==> config.mk <==
export PLATFORM = sky130hd
export DESIGN_NAME = mem_stage_flat
export DESIGN_NICKNAME = d
export VERILOG_FILES = /design/src/rtl/mem_stage_if.sv /design/src/rtl/mem_stage.sv /design/src/flat_wrapper.sv
export SDC_FILE = /design/constraint.sdc
export NUM_CORES = 1
export LEC_CHECK = 0
export CELL_PAD_IN_SITES_DETAIL_PLACEMENT = 0
export CELL_PAD_IN_SITES_GLOBAL_PLACEMENT = 1
export CORE_MARGIN = 1.5
export CORE_UTILIZATION = 25
export DETAILED_ROUTE_END_ITERATION = 10
export GPL_TIMING_DRIVEN = 0
export HOLD_SLACK_MARGIN = 0.06
export PLACE_DENSITY_LB_ADDON = 0.1
export SLEW_MARGIN = 0
export SYNTH_ARGS = -nofsm -noshare
export SYNTH_HDL_FRONTEND = slang
export SYNTH_SLANG_ARGS = --single-unit
==> constraint.sdc <==
create_clock -name clk -period 4.3 [get_ports clk]
set_input_delay 1.29 -clock clk [delete_from_list [all_inputs] [get_ports clk]]
set_output_delay 1.29 -clock clk [all_outputs]
set_load 0.05 [all_outputs]
==> src/rtl/mem_stage_if.sv <==
// Data-memory port of the MEM stage: request/ready handshake plus address/data lanes.
interface mem_stage_if #(
  parameter int unsigned DM_AW = 14
);
  logic             dm_req;
  logic             dm_we;
  logic [DM_AW-1:0] dm_addr;
  logic [31:0]      dm_wdata;
  logic [3:0]       dm_be;
  logic [31:0]      dm_rdata;
  logic             dm_ready;

  modport master (
    output dm_req, dm_we, dm_addr, dm_wdata, dm_be,
    input  dm_rdata, dm_ready
  );

  modport slave (
    input  dm_req, dm_we, dm_addr, dm_wdata, dm_be,
    output dm_rdata, dm_ready
  );
endinterface

==> src/rtl/mem_stage.sv <==
// RV32 MEM stage: load/store over a req/ready memory port, load alignment, MEM/WB register.
// Optional MISALIGN_TRAP_EN adds misalign_err and suppresses misaligned accesses.
module mem_stage #(
  parameter int unsigned DM_AW        = 14,
  parameter int unsigned WAIT_TIMEOUT = 255
) (
  input  logic                clk,
  input  logic                rst,
  input  logic [31:0]         alu_out_mem,
  input  logic [31:0]         store_data_mem,
  input  logic [4:0]          rd_addr_mem,
  input  logic                wb_en_mem,
  input  logic                mem_rd_mem,
  input  logic                mem_wr_mem,
  input  logic [2:0]          funct3_mem,
  mem_stage_if.master         dm,
  output logic                stall_mem,
  output logic [4:0]          rd_addr_wb,
  output logic                wb_en_wb,
  output logic [31:0]         wb_data_wb,
  output logic                bus_err
`ifdef MISALIGN_TRAP_EN
  ,
  output logic                misalign_err
`endif
);

  typedef enum logic {
    IDLE,
    WAIT
  } state_t;

  localparam logic [15:0] TO_LAST = 16'(WAIT_TIMEOUT - 1);

  state_t      state, state_n;
  logic [15:0] wait_cnt;
  logic        access;
  logic        misalign;
  logic        req_ok;
  logic        dm_req_c;
  logic        timeout_abort;
  logic [1:0]  addr_lo;
  logic [7:0]  ld_byte;
  logic [15:0] ld_half;
  logic [31:0] ld_data;
  logic [3:0]  st_be;

  assign access  = mem_rd_mem | mem_wr_mem;
  assign addr_lo = alu_out_mem[1:0];

`ifdef MISALIGN_TRAP_EN
  logic is_half;
  logic is_word;
  assign is_half  = mem_rd_mem ? (funct3_mem == 3'b001 || funct3_mem == 3'b101)
                               : (funct3_mem == 3'b001);
  assign is_word  = (funct3_mem == 3'b010);
  assign misalign = access & ((is_half & addr_lo[0]) | (is_word & (addr_lo != 2'b00)));
`else
  assign misalign = 1'b0;
`endif

  assign req_ok = access & ~misalign;

  always_ff @(posedge clk or posedge rst) begin
    if (rst) begin
      state    <= IDLE;
      wait_cnt <= '0;
    end else begin
      state <= state_n;
      if (state == IDLE) wait_cnt <= '0;
      else               wait_cnt <= wait_cnt + 16'd1;
    end
  end

  always_comb begin
    state_n       = state;
    dm_req_c      = 1'b0;
    timeout_abort = 1'b0;
    case (state)
      IDLE: begin
        dm_req_c = req_ok;
        if (req_ok && !dm.dm_ready) state_n = WAIT;
      end
      WAIT: begin
        dm_req_c = 1'b1;
        if (dm.dm_ready) begin
          state_n = IDLE;
        end else if (wait_cnt == TO_LAST) begin
          timeout_abort = 1'b1;
          state_n       = IDLE;
        end
      end
      default: state_n = IDLE;
    endcase
  end

  // Gating with rst drops the request the instant reset asserts, even if access is still high.
  assign dm.dm_req  = dm_req_c & ~rst;
  assign stall_mem  = dm.dm_req & ~dm.dm_ready & ~timeout_abort;

  assign dm.dm_we   = mem_wr_mem;
  assign dm.dm_addr = alu_out_mem[DM_AW+1:2];

  always_comb begin
    dm.dm_wdata = store_data_mem;
    st_be       = 4'b1111;
    case (funct3_mem)
      3'b000: begin
        dm.dm_wdata = {4{store_data_mem[7:0]}};
        st_be       = 4'b0001 << addr_lo;
      end
      3'b001: begin
        dm.dm_wdata = {2{store_data_mem[15:0]}};
        st_be       = addr_lo[1] ? 4'b1100 : 4'b0011;
      end
      default: begin
        dm.dm_wdata = store_data_mem;
        st_be       = 4'b1111;
      end
    endcase
  end

  assign dm.dm_be = mem_wr_mem ? st_be : 4'b1111;

  always_comb begin
    case (addr_lo)
      2'd0:    ld_byte = dm.dm_rdata[7:0];
      2'd1:    ld_byte = dm.dm_rdata[15:8];
      2'd2:    ld_byte = dm.dm_rdata[23:16];
      default: ld_byte = dm.dm_rdata[31:24];
    endcase
    ld_half = addr_lo[1] ? dm.dm_rdata[31:16] : dm.dm_rdata[15:0];
    case (funct3_mem)
      3'b000:  ld_data = {{24{ld_byte[7]}}, ld_byte};
      3'b100:  ld_data = {24'h0, ld_byte};
      3'b001:  ld_data = {{16{ld_half[15]}}, ld_half};
      3'b101:  ld_data = {16'h0, ld_half};
      default: ld_data = dm.dm_rdata;
    endcase
  end

  always_ff @(posedge clk or posedge rst) begin
    if (rst) begin
      rd_addr_wb <= '0;
      wb_en_wb   <= 1'b0;
      wb_data_wb <= '0;
      bus_err    <= 1'b0;
    end else begin
      bus_err <= timeout_abort;
      if (stall_mem) begin
        wb_en_wb <= 1'b0;
      end else begin
        rd_addr_wb <= rd_addr_mem;
        wb_en_wb   <= wb_en_mem & ~timeout_abort & ~misalign;
        wb_data_wb <= mem_rd_mem ? ld_data : alu_out_mem;
      end
    end
  end

`ifdef MISALIGN_TRAP_EN
  always_ff @(posedge clk or posedge rst) begin
    if (rst) misalign_err <= 1'b0;
    else     misalign_err <= misalign;
  end
`endif

endmodule
==> src/flat_wrapper.sv <==
// flat-port wrapper written by rule: the top's interface ports become plain ports
module mem_stage_flat 
#(
  parameter int unsigned DM_AW        = 14,
  parameter int unsigned WAIT_TIMEOUT = 255
)
  (clk, rst, alu_out_mem, store_data_mem, rd_addr_mem, wb_en_mem, mem_rd_mem, mem_wr_mem, funct3_mem, stall_mem, rd_addr_wb, wb_en_wb, wb_data_wb, bus_err, dm_dm_req, dm_dm_we, dm_dm_addr, dm_dm_wdata, dm_dm_be, dm_dm_rdata, dm_dm_ready);
  mem_stage_if #(.DM_AW(DM_AW)) dm_i ();
  input  logic clk;
  input  logic rst;
  input  logic [31:0] alu_out_mem;
  input  logic [31:0] store_data_mem;
  input  logic [4:0] rd_addr_mem;
  input  logic wb_en_mem;
  input  logic mem_rd_mem;
  input  logic mem_wr_mem;
  input  logic [2:0] funct3_mem;
  output logic stall_mem;
  output logic [4:0] rd_addr_wb;
  output logic wb_en_wb;
  output logic [31:0] wb_data_wb;
  output logic bus_err;
  output wire logic [$bits(dm_i.dm_req)-1:0] dm_dm_req;
  output wire logic [$bits(dm_i.dm_we)-1:0] dm_dm_we;
  output wire logic [$bits(dm_i.dm_addr)-1:0] dm_dm_addr;
  output wire logic [$bits(dm_i.dm_wdata)-1:0] dm_dm_wdata;
  output wire logic [$bits(dm_i.dm_be)-1:0] dm_dm_be;
  input wire logic [$bits(dm_i.dm_rdata)-1:0] dm_dm_rdata;
  input wire logic [$bits(dm_i.dm_ready)-1:0] dm_dm_ready;
  assign dm_dm_req = dm_i.dm_req;
  assign dm_dm_we = dm_i.dm_we;
  assign dm_dm_addr = dm_i.dm_addr;
  assign dm_dm_wdata = dm_i.dm_wdata;
  assign dm_dm_be = dm_i.dm_be;
  assign dm_i.dm_rdata = dm_dm_rdata;
  assign dm_i.dm_ready = dm_dm_ready;
  mem_stage #(.DM_AW(DM_AW), .WAIT_TIMEOUT(WAIT_TIMEOUT)) u_core (.clk(clk), .rst(rst), .alu_out_mem(alu_out_mem), .store_data_mem(store_data_mem), .rd_addr_mem(rd_addr_mem), .wb_en_mem(wb_en_mem), .mem_rd_mem(mem_rd_mem), .mem_wr_mem(mem_wr_mem), .funct3_mem(funct3_mem), .dm(dm_i), .stall_mem(stall_mem), .rd_addr_wb(rd_addr_wb), .wb_en_wb(wb_en_wb), .wb_data_wb(wb_data_wb), .bus_err(bus_err));
endmodule
==> results of run 1 <==
==> timing repair <==
action	4_1_cts	5_1_grt
hold buffers	0	0
hold endpoints to repair	0	0
setup endpoints to repair	30	15
gates cloned	0	0
pin swaps	1	0
setup buffers	1	0
resized for setup	137	15
==> worst max-delay path, delay by kind of cell <==
kind | cells | cell delay (ns)
AND/OR/NAND/NOR | 1 | 0.23
multiplexers | 1 | 0.34
buffers and inverters | 4 | 1.08
==> kinds of logic after synthesis <==
kind of cell             count (synthesis)  share of synthesized area (%)
multiplexers                            61                          18.09
AO/OA/AOI/OAI                           81                          14.16
buffers and inverters                   59                          8.842
adder cells (fa/ha/maj)                  2                         0.6292
XOR/XNOR                                10                          2.203
AND/OR/NAND/NOR                        159                          20.83
flip-flops                              56                          35.24
==> path summary, 6_finish.rpt <==
check	startpoint	end	slack, ns	depth (start not counted)
hold / removal	u_core.wait_cnt[0]	u_core.wait_cnt[0]	0.48	1
min in group asynchronous	rst	u_core.wb_en_wb	1.47	2
max in group asynchronous	rst	u_core.wb_data_wb[30]	2.26	3
setup / recovery	funct3_mem[1]	dm_dm_wdata[8]	0.06	6
setup reg to reg	u_core.wait_cnt[0]	u_core.wb_data_wb[5]	2.21	7
hold reg to reg	u_core.wait_cnt[0]	u_core.wait_cnt[0]	0.48	1
==> power breakdown <==
part	internal (uW)	switching [uW]	leakage [uW]
combinational	315	461	0.00189
sequential	571	26.8	0.000686
clock	278	207	0.0000815
total	1160	695	0.00266
==> metal layers <==
metal | track usage, % | vias to the layer above
li1 | - | 1940
met1 | 24.94 | 1929
met2 | 28.88 | 128
met3 | 3.716 | 17
met4 | 4.494 | 2
met5 | 0 | -
==> flip-flops by register name (all words and copies together) (netlist names) <==
| signal | cells |
|---|---|
| u_core.rd_addr_wb | 5 |
| u_core.bus_err | 1 |
| u_core.wb_data_wb | 32 |
| u_core.state | 1 |
| u_core.wait_cnt | 16 |
| u_core.wb_en_wb | 1 |
==> stage by stage <==
step                      util [%]  cell area (um2)
after global routing         41.47             6375
after global placement       40.61             6242
after detailed placement     40.74             6262
final                        41.47             6375
after CTS                    41.64             6401
after floorplan                  -             3976
==> layout by cell type, fill, tap and decap left out, types with 3 or more instances in the layout <==
cell type	Yosys	layout
nor2_1	43	42
nor3b_1	3	3
nand4_1	7	7
nand2_1	37	37
mux2_1	8	8
buf_6	4	4
and4_1	4	4
nand3_1	12	12
buf_4	25	33
or3_1	3	3
clkbuf_1	20	15
o211ai_1	6	6
o21ai_0	11	11
a22oi_1	4	4
mux2i_1	13	13
a41oi_1	5	5
inv_1	4	3
a21oi_1	11	11
and3b_1	9	9
mux2_4	10	10
dfrtp_1	56	56
clkdlybuf4s50_1	0	169
clkbuf_2	0	9
a31oi_1	25	25
clkbuf_16	0	5
o22a_1	8	8
nor2b_1	12	12
mux2_2	29	29
xnor2_1	9	9
and2_1	11	11
nand2b_1	5	4
buf_2	5	18
==> area by class of cell <==
class                   count  area share, %
multi-input cells         313          35.29
plain buffers              53          5.476
repair buffers            202          30.19
inverters                   5         0.2944
flip-flops and latches     56          21.98
clock buffers               6          2.022
clock inverters             2         0.6084
well taps                 211          4.141
==> impl_results.md, run 1 <==
- Die area: 0.01667 mm2
- Slew of the pin with the lowest slew margin: 0.5725 ns
- Cell mode on critical path: buf_2
- H-tree levels: 2
- Vias in the first global route: 4142
- Finish-stage setup viols: 0
- Row cnt: 45
- Mapped Nets: 540
- Cells after Synth: 428
- Antenna Nets Post-Route: 0
- Vias after detailed routing: 4016
- Final WS setup: 0.06446 ns
- Post-route minimum period: 4.236 ns
- Cell taking the most area after synthesis: dfrtp_1
- WHS: 0.4840 ns
- Synth top area share: 35.24%
- Synthesized flop and latch total: 56
- Syn-to-layout area delta: 60.32%
- Antenna violations before repair: 1
- CTS tree: yes
- Fin crit share: 98.50%
- Required time of the critical path: 3.01 ns
- 1st-iter DRT viols: 187
- Fin Setup TNS: 0 ns
- Critical Path Start Type: input port
- Antenna Cells: 0
- Unrepaired setup endpoints after global routing: no
- Num CTS Buffers: 5
- Slew margin rel.: 61.58%
- Pwr Density: 291.8 mW/mm2
- CP endpoint kind: output pin
- Fmax: 236.1 MHz
- Pre-CTS setup slack: -1.045 ns
- Max Root-Sink Buffers: 2
- Count of non-filler cells in the finished layout: 848
- Final Hold Fails: 0
- Post-synth EDFFs: 0
- CTS clk-pin slew, worst paths: 0.08 ns
- Max incr delay on CP: 0.48 ns
- Asr flop ratio synth: 100.0%
- Largest fanout on the critical path: 10
- First-pass GRT wire length: 23160 um
- Clock Latency Late Sink: 0.30 ns
- NumNets Final: 748
- Crit path cell chain: clkdlybuf4s50_1 -> buf_2 -> nor3_4 -> buf_12 -> mux2_2 -> buf_2
- CP max-delay cell: clkdlybuf4s50_1
- First drt pass iteration count: 4
- Chip Width: 129.1 um
- Worst EP arrival: 2.95 ns
- Io pins: 202
- Metal3 WL: 814 um
- Netlist cell types: 50
- Clk root buf: clkbuf_16
- Post-synthesis sequential area ratio: 35.24%
- Vias per inst: 4.736
- Die H: 129.1 um
- Syn_area_per_cell: 9.290 um2
- Multi-input logic area: 0.002250 mm2
- Pwr Total: 1860 uW
- Worst Skew: 0.007128 ns
- Final wirelength: 15120 um
- Reg area: 0.001401 mm2
- Count leader, synth: dfrtp_1
- Placed insts: 840
- YS warnings: 0
- Top sig layer: met5
- Placer Congestion: 0.7996
- Met2 wire length: 7014 um
- Core Area: 0.01537 mm2
- Synthesized cell area: 0.003976 mm2
- Main flop type after synthesis: dfrtp_1
- Layout fillers: 1546
- Top cells by area, synth: dfrtp_1 (35%), mux2_2 (8.2%), buf_4 (4.7%)
- M1 WL: 7072 um
- Total GRT Usage: 18.07%
- Residual DRC: 0
- Pins over their slew limit: 0
- Status: finished, final reports clean
- CP Class: in2out
- Peak supply drop: 169.2 uV
- DP HPWL: 11970 um
- Leakage: 0.002657 uW
- Worst hold path type: reg2reg
- Largest net degree at the start of global routing: 33
- Share of layout cells above drive strength 1: 19.78%
- DR WL/cell: 17.83 um
- Max-cap violation count: 0
- Grt ovf: 0
- Initial Util: 25.87%
- Port Buffers: 200
- Clock sink count: 56
- Top cells by count, synth: dfrtp_1 (56), nor2_1 (43), nand2_1 (37)
No activity file was read; power rests on OpenSTA's default activity.
==> run 2, diff against run 1 <==
--- a/config.mk
+++ b/config.mk
@@ -17,3 +17,4 @@
 export SYNTH_ARGS = -nofsm -noshare
 export SYNTH_HDL_FRONTEND = slang
 export SYNTH_SLANG_ARGS = --single-unit
+export TNS_END_PERCENT = 50
==> run 2 against run 1 <==
Net effect: register-to-register slack barely moved; the run now ends with setup timing left; cell count did not move; critical path depth fell by 1; via count rose by 0.32%; fmax fell by 2.2%; first-iteration DRC count rose by 4.3%; sequential share of layout area fell by 0.095 points; count of clock-buffer cells in the layout did not move; design area rose by 0.43%; total power barely moved; global-route usage barely moved.
==> impl_results.md, run 2 (synthesized netlist as in run 1, its figures left out) <==
- Share of layout cells above drive strength 1: 18.52% (-1.3 points)
- Status: finished, violations left
- Fmax: 230.9 MHz (-2.2%)
- Final WS setup: -0.03114 ns (-0.09561 ns)
- Worst Skew: 0.006989 ns (-0.0001393 ns)
- Clock sink count: 56 (unchanged)
- Chip Width: 129.1 um (unchanged)
- Row cnt: 45 (unchanged)
- Failing checks: setup timing
- Residual DRC: 0 (unchanged)
- Vias after detailed routing: 4029 (+0.32%)
- Largest fanout on the critical path: 10 (unchanged)
- Initial Util: 25.87% (unchanged)
- Vias per inst: 4.751 (+0.32%)
- Pwr Density: 290.6 mW/mm2 (-0.40%)
- Grt ovf: 0 (unchanged)
- Antenna Nets Post-Route: 0 (unchanged)
- Reg-to-reg critical path startpoint: u_core.wait_cnt[0]
- CP Class: in2out
- Reg2Reg Setup Slack: 2.21 ns (about the same)
- Critical Path Start Type: input port
- Number of flip-flops in the largest register: 32 (unchanged)
- Placer Congestion: 0.7996 (unchanged)
- Slew margin rel.: 62.01% (+0.43 points)
- Io pins: 202 (unchanged)
- NumNets Final: 748 (unchanged)
- First drt pass iteration count: 4 (unchanged)
- Final Util: 41.65% (+0.18 points)
- Leakage: 0.002667 uW (+0.35%)
- Required time of the critical path: 3.01 ns (about the same)
- Most frequent cells in the layout: clkdlybuf4s50_1 (169), dfrtp_1 (56), nor2_1 (42)
- Final wirelength: 15110 um (about the same)
- Largest regs: u_core.wb_data_wb x32, u_core.wait_cnt x16, u_core.rd_addr_wb x5
- Syn-to-layout area delta: 61.01%
- Pins over their slew limit: 0 (unchanged)
- Unrepaired setup endpoints after global routing: yes
- Biggest register: u_core.wb_data_wb
- Max Root-Sink Buffers: 2 (unchanged)
- Fin Setup TNS: -0.2109 ns (-0.2109 ns)
- CTS tree: yes
- Switching part of the total: 37.31% (-0.075 points)
- Final Hold Fails: 0 (unchanged)
- Critical Path End: dm_dm_wdata[18]
- DR WL/cell: 17.82 um (about the same)
- R2R Path End: u_core.wb_data_wb[5]
- Antenna violations before repair: 1 (unchanged)
- Clock Power Share: 26.1% (about the same)
- Total GRT Usage: 18.07% (about the same)
- CP endpoint kind: output pin
- Placed inst area: 0.006262 mm2 (unchanged)
- First-pass GRT wire length: 23150 um (about the same)
- Peak supply drop: 168.8 uV (-0.27%)
- 1st-iter DRT viols: 195 (+4.3%)
- Reg2reg path depth: 7 (unchanged)
- Internal power: 1166 uW (+0.16%)
- Fin crit share: 100.7% (+2.2 points)
- Die area: 0.01667 mm2 (unchanged)
- Pwr Total: 1861 uW (about the same)
- Cts hold-fix bufs: 0 (unchanged)
- Post-route minimum period: 4.331 ns (+0.09561 ns)
- CTS clk-pin slew, worst paths: 0.08 ns (about the same)
- Vias in the first global route: 4140 (-0.048%)
- Gate power share: 41.8% (about the same)
- DP HPWL: 11970 um (unchanged)
- Clock Latency Late Sink: 0.30 ns (about the same)
- Largest net degree at the start of global routing: 33 (unchanged)
- Slew of the pin with the lowest slew margin: 0.5661 ns (-0.006473 ns)
- Finish-stage setup viols: 9 (+9)
- Critical Path Source: funct3_mem[2]
- WHS: 0.4840 ns (-0.00001300 ns)
- Flop pwr share: 32.1% (about the same)
- H-tree levels: 2 (unchanged)
- Clk root buf: clkbuf_16
- Most common cell after layout, fill and taps aside: clkdlybuf4s50_1
- Worst hold path type: reg2reg
- Worst EP arrival: 3.04 ns (+0.09 ns)
- Core Area: 0.01537 mm2 (unchanged)
- Max-cap violation count: 0 (unchanged)
- Port Buffers: 200 (unchanged)
- Psw: 694.3 uW (-0.17%)
- Num CTS Buffers: 5 (unchanged)
- Antenna Cells: 0 (unchanged)
- Final non-filler cell area: 0.006402 mm2 (+0.43%)
- Die H: 129.1 um (unchanged)
run 2: cell types whose count changed in the layout (fill, tap and decap cells not counted), sizes merged:
cell,before,now
dlygate4sd2,2,10
clkbuf,31,24
buf,57,56
run 2: worst min-delay path by stage:
stage	start	end	slack [ns]	depth (start not counted)
2_1_floorplan	u_core.wait_cnt[0]	u_core.wait_cnt[0]	0.44	1
3_3_place_gp	u_core.wait_cnt[0]	u_core.wait_cnt[0]	0.46	1
3_5_place_dp	u_core.wait_cnt[0]	u_core.wait_cnt[0]	0.48	1
4_1_cts	u_core.wait_cnt[0]	u_core.wait_cnt[0]	0.49	1
5_1_grt	u_core.wait_cnt[0]	u_core.wait_cnt[0]	0.50	1
6_report	u_core.wait_cnt[0]	u_core.wait_cnt[0]	0.48	1
run 2: final cells by class:
class                      count  area, um2
sequential                    56       1401
clock buffer                   6      128.9
buffer                        53      349.1
clock inverter                 2      38.79
tap                          211      264.0
inverter                       5      18.77
fill                        1548       8969
multi-input combinational    313       2245
timing repair buffer         202       1957
run 2: repair_timing:
| item | in CTS | in global routing |
|---|---|---|
| gates resized for setup | 125 | 9 |
| endpoints found under the setup margin | 30 | 16 |
| pin swaps | 1 | 0 |
| buffers inserted | 1 | 0 |
run 2: power by group through the flow:
stage | Sequential, uW | Clock [uW] | Combinational [uW]
3_3_place_gp | 606 | 0 | 787
5_1_grt | 604 | 524 | 820
3_5_place_dp | 608 | 0 | 790
6_report | 598 | 485 | 778
4_1_cts | 598 | 505 | 787
2_1_floorplan | 754 | 0 | 315
run 2: metal layers:
layer	GRT usage, %	share of wire [%]	vias to the layer above
met1	24.94	47	1941
li1	-	-	1941
met5	0	0.073	-
met4	4.494	1.4	2
met2	28.85	46	128
met3	3.716	5.4	17
run 2: worst max-delay path, stage by stage:
cell and delay, ns:
clkdlybuf4s50_1 0.48, nor2_2 0.27, clkbuf_8 0.23, mux2_2 0.34
dlygate4sd2_1 0.42
run 2: through the flow:
stage | cells | setup slack, ns
after CTS | 848 | -0.04916
after global routing | 848 | -0.08970
after detailed placement | 840 | -1.045
after global placement | 839 | -1.029
final | 848 | -0.03114
after floorplan | 428 | 0.04873
